==> src/rtl/mmio_peripherals.sv <==
// Memory-mapped peripherals on the CPU data port: reloadable timer with irq,
// LED register, free-running tick counter and a 4-digit seven-segment scanner.
module mmio_peripherals #(
    parameter logic [31:0] BASE     = 32'h4000_0000,
    parameter int unsigned SCAN_DIV = 50000
) (
    input  logic        clk,
    input  logic        reset,
    input  logic [31:0] address,
    input  logic [31:0] write_data,
    input  logic        MemRead,
    input  logic        MemWrite,
    output logic        sel,
    output logic [31:0] read_data,
    output logic        irq,
    output logic [7:0]  leds,
    output logic [3:0]  digi_an,
    output logic [7:0]  digi_seg
);

    localparam int unsigned DIV_W = (SCAN_DIV > 2) ? $clog2(SCAN_DIV) : 1;
    localparam logic [DIV_W-1:0] DIV_LAST = DIV_W'(SCAN_DIV - 1);

    logic [31:0]      th_q, th_d, tl_q, tl_d, systick_q, systick_d;
    logic [2:0]       tcon_q, tcon_d;
    logic [7:0]       led_q, led_d;
    logic [19:0]      digi_q, digi_d;
    logic [DIV_W-1:0] div_q, div_d;
    logic [1:0]       idx_q, idx_d;
    logic [3:0]       an_q, an_d;
    logic [7:0]       seg_q, seg_d;

    logic       wr_en, ovf, scan_tick;
    logic [5:0] word;
    logic [31:0] reg_rd;
    logic       unused_addr_bits;

    function automatic logic [7:0] glyph(input logic [3:0] nib);
        case (nib)
            4'h0: glyph = 8'hC0;  4'h1: glyph = 8'hF9;
            4'h2: glyph = 8'hA4;  4'h3: glyph = 8'hB0;
            4'h4: glyph = 8'h99;  4'h5: glyph = 8'h92;
            4'h6: glyph = 8'h82;  4'h7: glyph = 8'hF8;
            4'h8: glyph = 8'h80;  4'h9: glyph = 8'h90;
            4'hA: glyph = 8'h88;  4'hB: glyph = 8'h83;
            4'hC: glyph = 8'hC6;  4'hD: glyph = 8'hA1;
            4'hE: glyph = 8'h86;  default: glyph = 8'h8E;
        endcase
    endfunction

    assign unused_addr_bits = ^address[1:0];
    assign sel   = (address[31:8] == BASE[31:8]);
    assign word  = address[7:2];
    assign wr_en = sel && MemWrite;

    always_comb begin
        case (word)
            6'd0:    reg_rd = th_q;
            6'd1:    reg_rd = tl_q;
            6'd2:    reg_rd = {29'd0, tcon_q};
            6'd3:    reg_rd = {24'd0, led_q};
            6'd4:    reg_rd = {12'd0, digi_q};
            6'd5:    reg_rd = systick_q;
            default: reg_rd = 32'd0;
        endcase
        read_data = (sel && MemRead) ? reg_rd : 32'd0;
    end

    always_comb begin
        th_d      = th_q;
        tl_d      = tl_q;
        tcon_d    = tcon_q;
        led_d     = led_q;
        digi_d    = digi_q;
        systick_d = systick_q + 32'd1;
        ovf       = tcon_q[0] && (tl_q == 32'hFFFF_FFFF);

        if (tcon_q[0]) tl_d = ovf ? th_q : tl_q + 32'd1;

        if (wr_en) begin
            case (word)
                6'd0: th_d = write_data;
                6'd1: tl_d = write_data;
                6'd2: begin
                    tcon_d[1:0] = write_data[1:0];
                    if (!write_data[2]) tcon_d[2] = 1'b0;
                end
                6'd3: led_d  = write_data[7:0];
                6'd4: digi_d = write_data[19:0];
                default: ;
            endcase
        end
        // Overflow set is applied last so a simultaneous clear cannot drop an interrupt
        if (ovf && tcon_q[1]) tcon_d[2] = 1'b1;

        scan_tick = (div_q == DIV_LAST);
        div_d     = scan_tick ? '0 : div_q + 1'b1;
        idx_d     = scan_tick ? idx_q + 2'd1 : idx_q;
        an_d      = an_q;
        seg_d     = seg_q;
        if (scan_tick) begin
            if (digi_q[16 + idx_d]) begin
                an_d  = ~(4'b0001 << idx_d);
                seg_d = glyph(digi_q[{idx_d, 2'b00} +: 4]);
            end else begin
                an_d  = 4'b1111;
                seg_d = 8'hFF;
            end
        end
    end

    always_ff @(posedge clk) begin
        if (reset) begin
            th_q      <= '0;
            tl_q      <= '0;
            tcon_q    <= '0;
            led_q     <= '0;
            digi_q    <= '0;
            systick_q <= '0;
            div_q     <= '0;
            idx_q     <= '0;
            an_q      <= 4'b1111;
            seg_q     <= 8'hFF;
        end else begin
            th_q      <= th_d;
            tl_q      <= tl_d;
            tcon_q    <= tcon_d;
            led_q     <= led_d;
            digi_q    <= digi_d;
            systick_q <= systick_d;
            div_q     <= div_d;
            idx_q     <= idx_d;
            an_q      <= an_d;
            seg_q     <= seg_d;
        end
    end

    assign irq      = tcon_q[2];
    assign leds     = led_q;
    assign digi_an  = an_q;
    assign digi_seg = seg_q;

endmodule

==> config.mk <==
export PLATFORM = sky130hd
export DESIGN_NAME = mmio_peripherals
export DESIGN_NICKNAME = d
export VERILOG_FILES = /design/src/rtl/mmio_peripherals.sv
export SDC_FILE = /design/constraint.sdc
export NUM_CORES = 1
export LEC_CHECK = 0
export ABC_AREA = 1
export CAP_MARGIN = 10
export CORE_UTILIZATION = 30
export CTS_CLUSTER_DIAMETER = 30
export DETAILED_ROUTE_END_ITERATION = 8
export HOLD_SLACK_MARGIN = 0.05
export SYNTH_ARGS = -nofsm -noshare
export SYNTH_HDL_FRONTEND = slang
export SYNTH_SLANG_ARGS = --single-unit
==> constraint.sdc <==
create_clock -name clk -period 2.7 [get_ports clk]
set_input_delay 0.405 -clock clk [delete_from_list [all_inputs] [get_ports clk]]
set_output_delay 0.405 -clock clk [all_outputs]
set_load 0.02 [all_outputs]
==> impl_summary.txt, run 1 <==
----------------------------------------------------
[Synth]
  Mapped Nets ... 1411
  Fraction of the yosys area taken by sequential cells ... 0.354
  Syn avg cell area ... between 6 and 7 µm²
  Netlist Area Pre-Place ... 8810 µm²
  Synth Register Bits ... around 160
  Number of library cell types mapped by synthesis ... 47
  Syn Inst Count ... 1334
  Count of yosys warnings during synthesis ... 0

[Routing]
  Post-Route WL ... approximately 30000 µm
  Vias per cell ... a little over 5
  Drt pass-1 iters ... 5
  Wire length on met1 ... ~13000 µm
  Violation count after the first detailed-route iteration ... just under 700
  Final routed DRC violation total ... 0
  Vias ... 9488
  Met2 routed wirelength ... 14300 µm
  Amount of wire on met3 after detailed routing ... 1650 µm
  Number of nets with antenna violations after detailed routing ... 0
  Wirelength per Cell ... 16.3 µm
  DR top layer ... met5

[Floorplan]
  DIE AREA ... 30100 µm²
  Die Height ... 173 µm
  Initial Utilization ... 0.306
  Floorplan row count ... a little over 60
  I/O pin count ... 122
  Core footprint ... 28800 µm²
  Horizontal die dimension ... 173 µm

[STA]
  Worst setup slack after layout ... 0.0400 ns
  Final worst clock skew ... between 0.01 and 0.015 ns
  Hold Violations, Final ... 0
  Achievable Freq ... 376 MHz
  Tmin final ... between 2 and 3 ns
  Sum of negative setup slack ... 0 ns
  RSZ-0062 raised after global routing ... true
  Final number of setup-violating endpoints ... 0
  Final Hold Slack ... 0.447 ns
  Number of slew-limit violations in the final report ... 0
  Period Utilization, post-route ... 0.985

[Worst hold path]
  Hold crit path type ... reg -> reg
  Depth of the worst hold-timing path ... 1
  Min-delay src ... systick_q[0]
  Sink of the worst hold path ... systick_q[0]

[Critical path]
  Endpoint required time on the critical path ... 2.30 ns
  Endpoint class of the critical path ... output pin
  Most prevalent standard cell on the critical path ... sky130_fd_sc_hd__buf_6
  FF-to-FF path depth ... 17
  Data arrival at the endpoint of the critical path ... 2.25 ns
  CP max FO ... 5
  Worst flop-to-flop path startpoint ... div_q[0]
  Cell with the largest stage delay on the worst path ... sky130_fd_sc_hd__clkdlybuf4s50_1
  Kind of critical path ... in -> out
  Worst Setup SP ... address[25]
  Crit start category ... input port
  Worst reg2reg endpoint ... digi_seg[3]
  Stage delay of the slowest cell on the critical path ... 0.40 ns
  Worst-path cell chain ... clkdlybuf4s50_1 -> inv_1 -> nand4_1 -> nor2_1 -> and3_4 -> and2_4 -> o41ai_4 -> buf_4 -> buf_6 -> clkbuf_16 -> a31oi_4 -> buf_6
  Register-to-Register Setup Slack ... 0.29 ns

[GRT]
  Overall routing resource usage ... 0.199
  Total congestion overflow after global routing ... 0
  Maximum number of pins on one net before global-route repair ... 107
  Number of global-route vias before repair ... 8865
  Global-route wire length before repair ... 47800 µm
  Antenna violations before repair ... 1

[Placed design]
  Number of cells in the design after placement ... 1812
  HPWL after detailed placement ... 22000 µm
  Routability congestion estimate from global placement ... 0.899
  Pre-CTS setup slack ... -0.756 ns
  Buffers added on ports ... 118

[Cells and area]
  Number of nets in the finished design ... 1531
  Post-Layout Cell Count ... approximately 1900
  Fraction of layout cells with a size suffix above 1 ... 0.133
  Signed area change from the synthesized netlist to the final layout ... 31.1%
  Number of inserted diodes ... 0

[Clock network]
  Number of hold-repair buffers added at the cts stage ... 0
  Maximum clock insertion buffer count ... 2
  Clock sink total ... about 160
  Register clock-pin slew on the reported worst setup and hold paths ... 0.06 ns
  Worst skew pair latency ... 0.43 ns
  TritonCTS clock tree ... done
  Number of H-tree branching levels ... 4
  Clock root buffer ... sky130_fd_sc_hd__clkbuf_16
  TritonCTS Buffers ... 17

[Power and ir drop]
  Leakage power ... around 4.3 nW
  Cell area power density ... 445 nW/µm²
  Peak supply drop ... 0.000303 V

[Status]
  Status ... finished, final reports clean

[Job]
  Max-capacitance violation count ... 0

----------------------------------------------------
## logic make-up (layout without fill, tap and decap cells)
kind of cell / Yosys count / count (layout) / synth area share
and+or+nand+nor: 595 / 595 / 0.301
AOI/OAI and AO/OA: 345 / 345 / 0.212
buffers and inverters: 198 / 330 / 0.0891
DFF: 156 / 156 / 0.354
xor gates and xnor gates: 30 / 30 / 0.0298
adders and majority gates: 9 / 9 / 0.0128
other: 1 / 1 / 0.000425
## per-stage QoR
step,power (mW),instance area [µm²],util
floorplan,2.45,8810,-
global route,5.30,11600,0.402
detailed placement,2.59,10600,0.368
finish,5.15,11600,0.402
CTS,5.18,11300,0.394
global placement,2.59,10600,0.368
## synthesized netlist by cell type (all sizes together)
cell type | instances | share of area
xor2 | 19 | 0.019
or2 | 5 | 0.0035
a22oi | 26 | 0.022
a31oi | 31 | 0.022
o311ai | 1 | 0.00099
and2 | 2 | 0.0014
nand3b | 8 | 0.0068
o22ai | 1 | 0.00071
buf | 15 | 0.011
a41oi | 4 | 0.0040
o21ai | 129 | 0.073
and3 | 2 | 0.0014
a211oi | 1 | 0.00085
nand3 | 55 | 0.033
nor3 | 50 | 0.035
inv | 134 | 0.057
conb | 1 | 0.00043
o41ai | 1 | 0.00099
nand2 | 306 | 0.13
clkbuf | 47 | 0.020
o21a | 2 | 0.0017
nor3b | 5 | 0.0048
a22o | 1 | 0.00099
xnor2 | 11 | 0.011
a21oi | 146 | 0.083
nor4 | 6 | 0.0043
o31ai | 1 | 0.00085
clkinv | 2 | 0.00099
a221oi | 1 | 0.00099
ha | 9 | 0.013
nor2 | 138 | 0.062
nand4 | 18 | 0.014
dfxtp | 156 | 0.35
## cell type report
type | count | area [µm²]
clock inverter | 13 | 193
sequential | 156 | 3120
timing repair buffer | 163 | 1640
clock buffer | 18 | 439
inverter | 136 | 512
fill | 2984 | 17200
multi-input combinational | 980 | 5170
tap | 384 | 480
## state kept, by name (all words and copies together), names as in the netlist
signal	cells
tl_q	32
leds	8
digi_an	4
th_q	32
tcon_q	3
div_q	16
idx_q	2
systick_q	32
digi_q	20
digi_seg	7
## power breakdown
group	leakage (nW)	total [mW]	internal (mW)	switching [mW]
logic	2.73	0.232	0.114	0.118
registers	1.26	2.31	2.31	0.00588
clock network	0.303	2.60	1.58	1.03
## repair_timing
item                       CTS  global route
gates cloned                 1             1
setup endpoints to repair   32            33
setup buffers                5             2
pin swaps                    2            14
gates resized for setup    203            46
## worst max-delay path by stage
stage                     slack (ns)       endpoint  cells after the start
after floorplan                 0.39  read_data[11]                      9
after global placement         -0.73  read_data[15]                      8
after detailed placement       -0.76  read_data[20]                      8
after CTS                     -0.009  read_data[29]                     12
after global routing           -0.06   read_data[2]                     10
final                           0.04  read_data[31]                     12
## placed cells by master, fill, tap and decap left out, drive strengths merged, types with 6 or more instances in the layout
cell,count
o21ai,129
clkbuf,19
a22oi,26
xnor2,11
nand2,306
clkdlybuf4s50,70
a31oi,31
nor3,50
nor4,6
clkinv,8
ha,9
xor2,19
inv,135
nor2,138
nand3b,8
a21oi,146
buf,75
nand3,55
dfxtp,156
nand4,18
dlymetal6s2s,16
## worst max-delay path, delay by kind of cell
family                 cells  cell delay, ns
AO/OA/AOI/OAI              2            0.22
AND/OR/NAND/NOR            4            0.56
buffers and inverters      6            1.06
## per-layer routing
layer	global-route usage	up-vias
li1	-	4688
met1	0.262	4424
met2	0.326	324
met3	0.0316	50
met4	0.0741	2
met5	0	-
(Power assumes the default switching activity.)
==> inputs of run 2 (changes only) <==
==> constraint.sdc (replaced) <==
create_clock -name clk -period 3.1 [get_ports clk]
set_input_delay 0.465 -clock clk [delete_from_list [all_inputs] [get_ports clk]]
set_output_delay 0.465 -clock clk [all_outputs]
set_load 0.02 [all_outputs]
==> impl_summary.txt, run 2 (synthesized netlist as in run 1, its figures left out) <==
----------------------------------------------------
[Status]
  Status ... complete, but fails checks (was finished, final reports clean)
  Violations in the final reports ... negative setup slack

[GRT]
  Antenna violations before repair ... 0 (was 1)
  Number of global-route vias before repair ... 8654 (was 8865)
  Global-route wire length before repair ... 46100 µm (was 47800 µm)
  Maximum number of pins on one net before global-route repair ... 107 (unchanged)
  Total congestion overflow after global routing ... 0 (unchanged)
  Overall routing resource usage ... 0.191 (was 0.199)

[STA]
  Transition at the pin with the smallest max-transition slack ... 0.708 ns
  Final worst clock skew ... 0.0104 ns (was 0.0150 ns)
  Worst rel slew slack ... 0.527
  Period Utilization, post-route ... 1.00
  Hold Violations, Final ... 0 (unchanged)
  Achievable Freq ... 321 MHz
  Final number of setup-violating endpoints ... 1 (was 0)
  Number of slew-limit violations in the final report ... 0 (unchanged)
  Worst setup slack after layout ... -0.0128 ns (was 0.0400 ns)
  RSZ-0062 raised after global routing ... true (unchanged)
  Tmin final ... approximately 3.1 ns
  Sum of negative setup slack ... -0.0128 ns (was 0 ns)
  Final Hold Slack ... 0.449 ns (was 0.447 ns)

[Critical path]
  Crit start category ... input port (unchanged)
  Worst flop-to-flop path startpoint ... div_q[0] (unchanged)
  Data arrival at the endpoint of the critical path ... 2.65 ns (was 2.25 ns)
  Worst reg2reg endpoint ... digi_seg[3] (unchanged)
  Kind of critical path ... in -> out (unchanged)
  Register-to-Register Setup Slack ... 0.59 ns (was 0.29 ns)
  FF-to-FF path depth ... 17 (unchanged)
  Endpoint required time on the critical path ... 2.63 ns (was 2.30 ns)
  CP max FO ... 21 (was 5)
  Endpoint class of the critical path ... output pin (unchanged)

[Floorplan]
  DIE AREA ... 30100 µm² (unchanged)
  Die Height ... 173 µm (unchanged)
  Horizontal die dimension ... 173 µm (unchanged)
  Core footprint ... 28800 µm² (unchanged)
  I/O pin count ... 122 (unchanged)
  Initial Utilization ... 0.306 (unchanged)
  Floorplan row count ... 62 (unchanged)

[Clock network]
  TritonCTS Buffers ... 17 (unchanged)
  Worst skew pair latency ... 0.43 ns (about the same)
  Maximum clock insertion buffer count ... 2 (unchanged)
  Total setup buffers inserted after CTS ... 0 (was 5)
  Number of H-tree branching levels ... 4 (unchanged)
  TritonCTS clock tree ... done (unchanged)
  Clock sink total ... 156 (unchanged)
  Number of hold-repair buffers added at the cts stage ... 0 (unchanged)
  Clock root buffer ... sky130_fd_sc_hd__clkbuf_16 (unchanged)
  Register clock-pin slew on the reported worst setup and hold paths ... 0.06 ns (about the same)

[Placed design]
  HPWL after detailed placement ... 21400 µm (was 22000 µm)
  Routability congestion estimate from global placement ... 0.889 (was 0.899)
  Buffers added on ports ... 118 (unchanged)
  Total placed instance area ... 10600 µm² (about the same)

[Power and ir drop]
  Leakage power ... 4.17 nW (was 4.29 nW)
  Cell area power density ... 418 nW/µm² (was 445 nW/µm²)
  Peak supply drop ... 0.000262 V (was 0.000303 V)
  Final Total Pwr ... 4.70 mW (was 5.15 mW)

[Cells and area]
  Number of nets in the finished design ... 1524 (was 1531)
  Cell area after layout ... 11200 µm² (was 11600 µm²)
  Number of inserted diodes ... 0 (unchanged)
  Largest registers ... systick_q (32), th_q (32), tl_q (32) (unchanged)
  Final-layout fill cell count ... 3026 (was 2984)
  End-of-flow core utilization ... 0.390 (was 0.402)
  Fraction of layout cells with a size suffix above 1 ... 0.0939 (was 0.133)
  Signed area change from the synthesized netlist to the final layout ... 27.3% (was 31.1%)
  Commonest cells after routing, fill and taps aside ... sky130_fd_sc_hd__nand2_1 (297), sky130_fd_sc_hd__dfxtp_1 (156), sky130_fd_sc_hd__a21oi_1 (146) (unchanged)
  Commonest non-fill, non-tap cell in the layout ... sky130_fd_sc_hd__nand2_1 (unchanged)

[Routing]
  Violation count after the first detailed-route iteration ... 860 (was 675)
  Wirelength per Cell ... 15.5 µm (was 16.3 µm)
  Vias ... 9352 (was 9488)
  Drt pass-1 iters ... 5 (unchanged)
  Vias per cell ... 5.07 (was 5.13)
  Number of nets with antenna violations after detailed routing ... 0 (unchanged)
  Final routed DRC violation total ... 0 (unchanged)
  Post-Route WL ... 28600 µm (was 30200 µm)

[Worst hold path]
  Depth of the worst hold-timing path ... 1 (unchanged)
  Min-delay src ... div_q[0] (was systick_q[0])
  Hold crit path type ... reg -> reg (unchanged)
  Sink of the worst hold path ... div_q[0] (was systick_q[0])

[Job]
  Max-capacitance violation count ... 0 (unchanged)

----------------------------------------------------
## run 2: routing by layer
layer  GRT usage  share of wire
met1       0.258           0.46
met2       0.315           0.47
met3      0.0281          0.052
met4      0.0535          0.016
met5           0              0
## run 2: where the power goes
group / leakage [nW] / internal (mW) / switching (mW)
Combinational: 2.59 / 0.103 / 0.0995
Sequential: 1.26 / 2.01 / 0.00467
Clock: 0.325 / 1.61 / 0.873
Total: 4.17 / 3.72 / 0.978
## run 2: what timing repair did
item,CTS,global route
setup endpoints to repair,31,16
resized for setup,30,36
endpoints found under the hold margin,0,0
## run 2: final cells by class
type	instances	area [µm²]	share of cell area
multi-input cells	980	4920	0.438
flip-flops and latches	156	3120	0.278
repair buffers	156	1510	0.134
inverters	136	512	0.0456
well taps	384	480	0.0428
clock buffers	19	443	0.0395
clock inverters	12	243	0.0216
## run 2: critical path: stages
cell and delay [ns]:
sky130_fd_sc_hd__clkdlybuf4s50_1 0.52, sky130_fd_sc_hd__nor2_1 0.07, sky130_fd_sc_hd__nand3_1 0.11, sky130_fd_sc_hd__inv_1 0.10, sky130_fd_sc_hd__o41ai_2 0.52, sky130_fd_sc_hd__buf_12 0.24
sky130_fd_sc_hd__nor2_1 0.07, sky130_fd_sc_hd__clkdlybuf4s50_1 0.54
## run 2: worst max path at each step
stage | cells past startpoint | to | start | slack, ns
floorplan | 9 | read_data[11] | address[15] | 0.67
global placement | 10 | read_data[12] | address[15] | -0.22
detailed placement | 8 | read_data[12] | address[5] | -0.22
CTS | 8 | read_data[30] | address[2] | -0.005
global route | 8 | read_data[30] | address[2] | -0.15
finish | 8 | read_data[30] | address[2] | -0.01
## run 2: metrics by stage
| stage | setup slack (ns) | instances |
|---|---|---|
| final | -0.0128 | 1843 |
| after global routing | -0.155 | 1843 |
| after CTS | -0.00543 | 1843 |
| after detailed placement | -0.223 | 1812 |
| after global placement | -0.222 | 1812 |
| after floorplan | 0.668 | 1334 |
